--- config.mk ---
export PLATFORM = sky130hd
export DESIGN_NAME = vending_machine_18105070
export DESIGN_NICKNAME = d
export VERILOG_FILES = /design/src/rtl/vending_machine_18105070.sv
export SDC_FILE = /design/constraint.sdc
export NUM_CORES = 1
export LEC_CHECK = 0
export BUFFER_PORTS_ARGS = -buffer_cell sky130_fd_sc_hd__buf_2
export CELL_PAD_IN_SITES_DETAIL_PLACEMENT = 2
export CELL_PAD_IN_SITES_GLOBAL_PLACEMENT = 2
export CORE_AREA = 2 2 39 41
export CTS_CLUSTER_DIAMETER = 150
export DETAILED_ROUTE_END_ITERATION = 7
export DIE_AREA = 0 0 41 43
export PLACE_DENSITY = 0.7
export REMOVE_ABC_BUFFERS = 1
export SYNTH_ARGS = -nofsm -noshare
export SYNTH_HDL_FRONTEND = slang
export SYNTH_SLANG_ARGS = --single-unit
--- constraint.sdc ---
create_clock -name clk -period 1.1 [get_ports clk]
set_input_delay 0.11 -clock clk [delete_from_list [all_inputs] [get_ports clk]]
set_output_delay 0.11 -clock clk [all_outputs]
set_load 0.01 [all_outputs]
--- src/rtl/vending_machine_18105070.sv ---
// Vending credit FSM. The price is 15 units. Coins are 5 and 10 units, and a cancel code refunds the held credit.
// Latency is 1 cycle: out and change are registered. There is no backpressure: one coin event is accepted every cycle.
// rst is asynchronous: it clears state and outputs at once, without waiting for a clock edge.
module vending_machine_18105070 (
    input  logic       clk,
    input  logic       rst,
    input  logic [1:0] in,
    output logic       out,
    output logic [1:0] change
);

    typedef enum logic [1:0] {
        S0  = 2'b00,
        S5  = 2'b01,
        S10 = 2'b10
    } state_t;

    localparam logic [1:0] COIN_NONE = 2'b00;
    localparam logic [1:0] COIN_FIVE = 2'b01;
    localparam logic [1:0] COIN_TEN  = 2'b10;
    localparam logic [1:0] CANCEL    = 2'b11;

    localparam logic [1:0] CHG_NONE  = 2'b00;
    localparam logic [1:0] CHG_FIVE  = 2'b01;
    localparam logic [1:0] CHG_TEN   = 2'b10;

    state_t state;

    // out/change default to zero on every edge, so each dispense or refund is a one-cycle pulse.
    always_ff @(posedge clk or posedge rst) begin
        if (rst) begin
            state  <= S0;
            out    <= 1'b0;
            change <= CHG_NONE;
        end else begin
            out    <= 1'b0;
            change <= CHG_NONE;
            case (state)
                S0: begin
                    case (in)
                        COIN_FIVE: state <= S5;
                        COIN_TEN:  state <= S10;
                        default:   state <= S0;
                    endcase
                end
                S5: begin
                    case (in)
                        COIN_NONE: state <= S5;
                        COIN_FIVE: state <= S10;
                        COIN_TEN: begin
                            state <= S0;
                            out   <= 1'b1;
                        end
                        CANCEL: begin
                            state  <= S0;
                            change <= CHG_FIVE;
                        end
                        default: state <= S5;
                    endcase
                end
                S10: begin
                    case (in)
                        COIN_NONE: state <= S10;
                        COIN_FIVE: begin
                            state <= S0;
                            out   <= 1'b1;
                        end
                        // 20 paid against a price of 15: the extra 5 is returned alongside the product.
                        COIN_TEN: begin
                            state  <= S0;
                            out    <= 1'b1;
                            change <= CHG_FIVE;
                        end
                        CANCEL: begin
                            state  <= S0;
                            change <= CHG_TEN;
                        end
                        default: state <= S10;
                    endcase
                end
                default: state <= S0;
            endcase
        end
    end

endmodule

==> implementation parameters, run 1 <==
Parameter                              Value

Setup path
  Source of the worst register-to-register timing path ... state[0]
  R2R setup slack ... -0.05 ns
  WS Path Type ... flip-flop to flip-flop
  Worst setup startpoint ... state[0]
  Reg2Reg Capture Point ... state[1]
  Cell-by-cell listing of the critical path ... inv_2 > ha_4 > a222oi_1 > nor2_1
  Worst-case reg-to-reg path depth ... 4
  Nature of the critical path endpoint ... flip-flop
  Max stage delay on crit path ... 0.39 ns
  Critical path peak fanout ... 3
  Critical Path Slowest Stage Cell ... sky130_fd_sc_hd__dfrtp_1
  WP data arrival ... roughly 1.3 ns
  Worst Path Required ... ~1.2 ns
  Startpoint class of the critical path ... flip-flop

Layout
  Most common cell after layout, fill and taps aside ... sky130_fd_sc_hd__ha_1
  FILL cells ... between 150 and 200
  Proportion of layout cells with a drive suffix above 1 ... approximately 50%
  Leading cell types in the layout, fill and taps excluded ... sky130_fd_sc_hd__ha_1, sky130_fd_sc_hd__buf_2, sky130_fd_sc_hd__dfrtp_1, sky130_fd_sc_hd__buf_4
  Final layout net count ... 61
  Area growth from synthesis to layout ... 42.5%
  Count of inserted antenna diode cells ... 0

Routing
  Via count ... around 270
  Post-DR vias/cell ... ~4.4
  Number of design-rule violations left by the first detailed-router iteration ... 4
  Sum of routed wire length over all layers ... between 700 and 800 µm
  Post-DRT Antenna Nets ... 0
  Detailed-routing iteration count for the pre-antenna-repair pass ... 4
  Post-route DRC violation count ... 0
  DR WL/cell ... approximately 12 µm

CTS
  Clock root buffer ... sky130_fd_sc_hd__clkbuf_4
  Number of buffers on the longest clock path ... 2
  Clock-pin transition on the worst setup and hold timing paths ... 0.04 ns
  Clock insertion delay at the later pin of the skew report ... 0.24 ns
  Number of clock sinks ... 5
  CTS tree ... yes
  Clock buffer count from CTS ... 3
  H-tree level count ... 1

Timing
  Post-route minimum period ... approximately 1.2 ns
  Worst slew slack as a fraction of its limit ... around 82%
  Unrepaired setup endpoints after global routing ... true
  Slew of the pin with the lowest slew margin ... between 0.2 and 0.3 ns
  Post-Route Setup TNS ... -0.0855 ns
  Hold Fails Final Rpt ... 0
  PnR worst setup slack ... -0.0531 ns
  Final max-slew violation count ... 0
  Final number of setup-violating endpoints ... 2
  Share of the clock period used by the worst path after layout ... 105%
  Final clock skew ... 0.00359 ns
  Maximum clock rate ... about 870 MHz

Power and ir drop
  Total power ... 592 µW
  Total power density per cell area ... between 1000 and 1500 mW/mm²
  Total leakage power ... between 0.0002 and 0.0003 µW
  Worst VDD drop ... approximately 250 µV

Yosys
  Cell count after synthesis ... 30
  Unique masters post-synth ... 8
  Seq/Total Area, Yosys ... 36.6%
  Count of warnings emitted by yosys ... 0
  Mean cell area of the mapped netlist ... 11.4 µm²
  Number of storage elements in the synthesis netlist ... 5
  Cell area after technology mapping ... roughly 340 µm²

Placed design
  Final Wtd Congestion ... 0.675
  Estimated wirelength of the detail-placed design ... approximately 600 µm
  Port-buffer cells ... 6

Min path
  Min-Delay Path Class ... primary input to asynchronous set/reset pin

Global routing
  First-pass GRT wire length ... around 1100 µm
  Largest net degree at the start of global routing ... 6
  Vias in the first global route ... ~300
  Global-route congestion overflow total ... 0
  Number of antenna violations at the first check in global routing ... 0
  Total global-route track usage ... 10.1%

Floorplanning
  Core Footprint ... about 0.0014 mm²
  Vert. Die Dim ... about 43 µm
  Effective utilization at floorplan ... between 20% and 30%
  Number of ports placed on the die boundary ... 7
  FP Rows ... 14
  Width of the die ... slightly above 40 µm
  Die area ... between 0.0015 and 0.002 mm²

Job
  Count of maximum capacitance violations ... 0

Outcome
  Run status ... finished with violations
  Violations in the final reports ... negative setup slack
## power by group
group,internal [µW],total [µW],leakage [µW],switching [µW]
Clock,137,212,0.0000150,74.5
Combinational,83.4,162,0.000175,78.8
Sequential,202,218,0.0000665,16.2
Total,422,592,0.000256,170
## kinds of logic after synthesis
family	after synthesis	synth area share, %
adders and majority gates	11	40.3
buffers and inverters	5	5.50
and+or+nand+nor	5	8.06
DFF	5	36.6
AOI/OAI and AO/OA	4	9.52
## Yosys cell counts
cell type,n,area [µm²]
sky130_fd_sc_hd__ha_1,11,138
sky130_fd_sc_hd__inv_1,5,18.8
sky130_fd_sc_hd__dfrtp_1,5,125
sky130_fd_sc_hd__a22oi_1,3,22.5
sky130_fd_sc_hd__and3_2,1,7.51
sky130_fd_sc_hd__nor2_1,2,7.51
sky130_fd_sc_hd__a222oi_1,1,10.0
sky130_fd_sc_hd__nor2b_1,2,12.5
## worst max-delay path by stage
stage / endpoint / slack [ns] / cells past startpoint
finish: state[1] / -0.05 / 4
global placement: state[1] / -0.07 / 4
CTS: state[1] / -0.07 / 4
floorplan: state[1] / -0.002 / 4
global route: state[1] / -0.12 / 4
detailed placement: state[1] / -0.1 / 4
## critical path: cells and delay by family, from the launching register on
family / cells / cell delay, ns
simple gates: 1 / 0.09
fa+ha+maj: 1 / 0.16
flops: 1 / 0.39
compound gates: 1 / 0.31
buf+inv: 1 / 0.08
## routing by layer
layer,routed length [µm],vias up,GRT usage (%)
li1,-,127,-
met1,252,127,6.41
met2,436,9,19.7
met3,33,4,1.57
met4,30,0,10.0
met5,0,-,0
## flip-flops by register name, summed over array words and instances, names as in the netlist
name	cells
change	2
out	1
state	2
## per-stage QoR
| stage | setup slack [ns] | hold WS, ns | std cells | instance area (µm²) | util (%) |
|---|---|---|---|---|---|
| floorplan | -0.00209 | -0.111 | 30 | 342 | - |
| global placement | -0.0657 | 0.00203 | 54 | 407 | 29.4 |
| detailed placement | -0.0952 | 0.0148 | 54 | 407 | 29.4 |
| CTS | -0.0668 | 0.301 | 60 | 463 | 33.5 |
| global route | -0.119 | 0.336 | 61 | 487 | 35.2 |
| finish | -0.0531 | 0.302 | 61 | 487 | 35.2 |
## area by class of cell
class / instances / area [µm²] / share of cell area (%)
Sequential cell: 5 / 126 / 26.0
Clock buffer: 4 / 26.3 / 5.40
Inverter: 5 / 18.8 / 3.86
Tap cell: 16 / 20.0 / 4.11
Multi-Input combinational cell: 20 / 225 / 46.3
Timing Repair Buffer: 11 / 70.1 / 14.4
## repair_timing
action | CTS | global route
endpoints found under the setup margin | 4 | 5
gates resized for setup | 5 | 4
hold buffers | 1 | 0
endpoints found under the hold margin | 5 | 0
buffers inserted | 1 | 1
pin swaps | 1 | 3
Power figures use the tool's default switching activity.
==> run 2: changes to the inputs <==
- clock period: 1.1 -> 0.97 ns (I/O delays scaled with it)
==> implementation parameters, run 2 (synthesized netlist as in run 1, its figures left out) <==
Parameter                              Value

Outcome
  Run status ... finished with violations
  Violations in the final reports ... negative setup slack

Placed design
  Final Wtd Congestion ... a little under 0.7
  Estimated wirelength of the detail-placed design ... roughly 630 µm
  Count of placed standard cells including taps ... 57
  Port-buffer cells ... 6

Timing
  Unrepaired setup endpoints after global routing ... true
  Final max-slew violation count ... 0
  Share of the clock period used by the worst path after layout ... 123%
  Final number of setup-violating endpoints ... 5
  Post-Route Setup TNS ... -0.674 ns
  Slew of the pin with the lowest slew margin ... around 0.31 ns
  PnR worst setup slack ... -0.224 ns
  Worst slew slack as a fraction of its limit ... about four fifths
  Post-route minimum period ... 1.19 ns
  Hold Fails Final Rpt ... 0
  Worst hold slack after final layout ... 0.286 ns
  Final clock skew ... about 0.00035 ns
  Maximum clock rate ... approximately 840 MHz

Global routing
  Number of antenna violations at the first check in global routing ... 0
  M2 GR Usage ... 22.5%
  Global-route congestion overflow total ... 0
  Highest-utilization routing layer at the global route stage ... met2
  Met3 layer usage reported by global route ... between 3 and 4%
  Vias in the first global route ... around 340
  Largest net degree at the start of global routing ... 6
  Global Route met1 Usage ... roughly 12%
  Total global-route track usage ... around 13%
  First-pass GRT wire length ... 1440 µm

Floorplanning
  FP Rows ... 14
  Core Footprint ... ~0.0014 mm²
  Die area ... about 0.0018 mm²
  Number of ports placed on the die boundary ... 7
  Effective utilization at floorplan ... 24.7%
  Vert. Die Dim ... 43 µm
  Width of the die ... 41 µm

CTS
  CTS tree ... yes
  Number of clock sinks ... 5
  Clock buffer count from CTS ... 3
  Clock-pin transition on the worst setup and hold timing paths ... 0.05 ns
  Number of buffers on the longest clock path ... 2
  Clock root buffer ... sky130_fd_sc_hd__clkbuf_4
  Clock insertion delay at the later pin of the skew report ... 0.25 ns
  H-tree level count ... 1

Setup path
  Critical path peak fanout ... 3
  Worst Path Required ... about 1.1 ns
  WP data arrival ... 1.32 ns
  WS Path Type ... flip-flop to flip-flop
  Nature of the critical path endpoint ... flip-flop
  Worst setup startpoint ... state[1]
  Startpoint class of the critical path ... flip-flop
  Source of the worst register-to-register timing path ... state[1]

Routing
  Sum of routed wire length over all layers ... 987 µm
  Post-route DRC violation count ... 0
  Via count ... approximately 280
  Post-DR vias/cell ... between 4 and 5
  DR WL/cell ... around 15 µm
  Number of design-rule violations left by the first detailed-router iteration ... 7
  Detailed-routing iteration count for the pre-antenna-repair pass ... 4
  Post-DRT Antenna Nets ... 0

Layout
  Leading cell types in the layout, fill and taps excluded ... sky130_fd_sc_hd__ha_1, sky130_fd_sc_hd__buf_4, sky130_fd_sc_hd__buf_2
  FILL cells ... ~160
  Area growth from synthesis to layout ... 64.1%
  Largest registers ranked by flip-flop count ... change: 2 flops, state: 2 flops, out: 1 flops
  Count of inserted antenna diode cells ... 0
  Final layout net count ... 65
  Non-filler cells, final ... between 60 and 70
  Proportion of layout cells with a drive suffix above 1 ... between 50 and 60%

Power and ir drop
  Total power density per cell area ... about 1400 mW/mm²
  Worst VDD drop ... slightly above 500 µV
  Total leakage power ... 0.000280 µW

Job
  Count of maximum capacitance violations ... 0

Min path
  Min-Delay Path Class ... primary input to asynchronous set/reset pin
-- run 2: cell types whose count changed in the layout (fill, tap and decap cells not counted), sizes merged --
cell,change
buf,+4
-- run 2: final cells by class --
cell class / instances / area, µm² / share of cell area, %
multi-input combinational: 20 / 265 / 47.3
tap: 16 / 20.0 / 3.57
timing repair buffer: 15 / 104 / 18.5
inverter: 5 / 18.8 / 3.35
sequential: 5 / 126 / 22.5
clock buffer: 4 / 26.3 / 4.69
-- run 2: metal layers --
layer	vias up	part of all wire, %	routed length, µm
met1	129	34	335
met4	0	3.0	30
met5	-	0	0
met2	9	58	568
li1	136	-	-
met3	4	5.4	53
-- run 2: worst paths after layout --
path                                   to  slack [ns]  cells after the start
worst max-delay path             state[1]       -0.22                      4
worst min-delay path            change[1]        0.29                      3
worst max register to register   state[1]       -0.22                      4
worst min register to register   state[0]        0.76                      3
max in group asynchronous        state[1]        0.50                      3
min in group clk                change[1]        0.39                      4
-- run 2: critical path: stages, from the launching register on --
cell and delay [ns]:
sky130_fd_sc_hd__dfrtp_2 0.41, sky130_fd_sc_hd__inv_2 0.08, sky130_fd_sc_hd__ha_4 0.17, sky130_fd_sc_hd__a222oi_1 0.30
sky130_fd_sc_hd__nor2_1 0.10
-- run 2: where the power goes --
part	internal, µW	switching [µW]
Combinational	136	123
Clock	157	102
Sequential	228	17.8
-- run 2: stage by stage --
step / area (µm²) / setup slack [ns] / total power [µW] / utilization, %
after floorplan: 342 / -0.132 / 325 / -
after global placement: 429 / -0.174 / 381 / 31.0
after detailed placement: 429 / -0.268 / 393 / 31.0
after CTS: 508 / -0.223 / 693 / 36.7
after global routing: 561 / -0.283 / 819 / 40.5
final: 561 / -0.224 / 764 / 40.5
-- run 2: timing repair --
item,4_1_cts,5_1_grt
pin swaps,3,5
setup buffers,2,2
gates resized for setup,8,8
endpoints found under the hold margin,5,0
endpoints found under the setup margin,5,5
hold buffers,1,0
==> run 3: changes to the inputs <==
- BUFFER_PORTS_ARGS: -buffer_cell sky130_fd_sc_hd__buf_2 -> -buffer_cell sky130_fd_sc_hd__buf_4
- GPL_ROUTABILITY_DRIVEN: unset -> 0
==> implementation parameters, run 3 (synthesized netlist as in run 1, its figures left out) <==
Parameter                              Value

Outcome
  Run status ... finished with violations
  Violations in the final reports ... negative setup slack

Timing
  PnR worst setup slack ... -0.184 ns
  Final max-slew violation count ... 0
  Worst hold slack after final layout ... ~0.32 ns
  Unrepaired setup endpoints after global routing ... true
  Post-Route Setup TNS ... -0.480 ns
  Final number of setup-violating endpoints ... 4
  Share of the clock period used by the worst path after layout ... 119%
  Hold Fails Final Rpt ... 0
  Maximum clock rate ... 867 MHz
  Worst slew slack as a fraction of its limit ... 81.2%
  Post-route minimum period ... 1.15 ns
  Final clock skew ... 0.000155 ns
  Slew of the pin with the lowest slew margin ... 0.282 ns

CTS
  Clock buffer count from CTS ... 3
  Clock root buffer ... sky130_fd_sc_hd__clkbuf_4
  H-tree level count ... 1
  Number of buffers on the longest clock path ... 2
  CTS tree ... yes
  Clock insertion delay at the later pin of the skew report ... around 0.25 ns
  Clock-pin transition on the worst setup and hold timing paths ... ~0.04 ns
  Number of clock sinks ... 5

Floorplanning
  FP Rows ... 14
  Width of the die ... just over 40 µm
  Number of ports placed on the die boundary ... 7
  Core Footprint ... roughly 0.0014 mm²
  Vert. Die Dim ... 43 µm
  Die area ... 0.00176 mm²
  Effective utilization at floorplan ... about a quarter

Layout
  Count of inserted antenna diode cells ... 0
  Proportion of layout cells with a drive suffix above 1 ... between 50 and 60%
  Most common cell after layout, fill and taps aside ... sky130_fd_sc_hd__buf_4
  Largest registers ranked by flip-flop count ... change: 2 flops, state: 2 flops, out: 1 flops
  FILL cells ... roughly 150
  Leading cell types in the layout, fill and taps excluded ... sky130_fd_sc_hd__buf_4, sky130_fd_sc_hd__ha_1
  Area growth from synthesis to layout ... 65.6%
  Final layout net count ... 64

Setup path
  Worst-case reg-to-reg path depth ... 4
  Cell-by-cell listing of the critical path ... inv_4 > ha_4 > a222oi_1 > nor2_1
  Max stage delay on crit path ... between 0.4 and 0.5 ns
  Endpoint of the most critical setup path ... state[1]
  WS Path Type ... flip-flop to flip-flop
  Worst setup startpoint ... state[0]
  Startpoint class of the critical path ... flip-flop
  Nature of the critical path endpoint ... flip-flop
  Critical Path Slowest Stage Cell ... sky130_fd_sc_hd__dfrtp_2
  Reg2Reg Capture Point ... state[1]
  Worst Path Required ... 1.09 ns
  R2R setup slack ... -0.18 ns
  WP data arrival ... 1.28 ns
  Source of the worst register-to-register timing path ... state[0]
  Critical path peak fanout ... 3

Placed design
  Port-buffer cells ... 6
  Estimated wirelength of the detail-placed design ... 635 µm
  Worst slack at placement ... -0.224 ns

Power and ir drop
  Total power ... 751 µW
  Total power density per cell area ... approximately 1300 mW/mm²
  Total leakage power ... between 0.0002 and 0.0003 µW
  Worst VDD drop ... about 330 µV

Global routing
  Global-route congestion overflow total ... 0
  Largest net degree at the start of global routing ... 6
  Number of antenna violations at the first check in global routing ... 0
  Total global-route track usage ... 12.0%
  First-pass GRT wire length ... roughly 1400 µm
  Vias in the first global route ... roughly 330

Routing
  Post-route DRC violation count ... 0
  DR WL/cell ... 13.7 µm
  Via count ... 286
  Post-DR vias/cell ... roughly 4.5
  Post-DRT Antenna Nets ... 0
  Number of design-rule violations left by the first detailed-router iteration ... 6
  Sum of routed wire length over all layers ... approximately 870 µm
  Detailed-routing iteration count for the pre-antenna-repair pass ... 5

Min path
  Min-Delay Path Class ... primary input to asynchronous set/reset pin

Job
  Count of maximum capacitance violations ... 0
run 3: repair_timing:
action                                  4_1_cts  5_1_grt
pin swaps                                     3        3
endpoints found under the setup margin        5        5
endpoints found under the hold margin         5        0
gates resized for setup                       8       10
buffers inserted                              2        0
hold buffers                                  1        0
run 3: worst min path at each step:
stage / startpoint / to / slack [ns]
4_1_cts: rst / state[1] / 0.32
5_1_grt: rst / change[1] / 0.32
2_1_floorplan: rst / change[0] / -0.12
3_5_place_dp: rst / change[1] / 0.02
3_3_place_gp: rst / change[1] / 0.005
6_report: rst / change[1] / 0.32
run 3: area by class of cell:
| cell class | count | area [µm²] | share of cell area [%] |
|---|---|---|---|
| Clock buffer | 4 | 26.3 | 4.65 |
| Multi-Input combinational cell | 20 | 256 | 45.4 |
| Inverter | 5 | 23.8 | 4.20 |
| Timing Repair Buffer | 14 | 111 | 19.7 |
| Sequential cell | 5 | 128 | 22.6 |
| Tap cell | 16 | 20.0 | 3.54 |
run 3: where the power goes:
group | switching [µW] | total, µW | leakage [µW] | internal, µW
Combinational | 107 | 245 | 0.000196 | 138
Clock | 95.4 | 252 | 0.0000150 | 156
Sequential | 25.0 | 255 | 0.0000650 | 229
Total | 227 | 751 | 0.000276 | 524
run 3: worst max-delay path, delay by kind of cell (launching register included):
| kind | cells | cell delay, ns |
|---|---|---|
| simple gates | 1 | 0.07 |
| compound gates | 1 | 0.31 |
| flops | 1 | 0.42 |
| fa+ha+maj | 1 | 0.16 |
| buf+inv | 1 | 0.06 |
run 3: layer usage:
layer  routed length [µm]  track usage, %
met4                   12            10.0
met5                    0               0
met3                   56            1.57
met1                  303            10.9
met2                  501            21.3
run 3: stage by stage:
step                      cell area (µm²)  instances  utilization (%)
final                                 566         64             40.9
after detailed placement              444         57             32.1
after global placement                444         57             32.1
after CTS                             523         64             37.8
after floorplan                       342         30                -
after global routing                  566         64             40.9
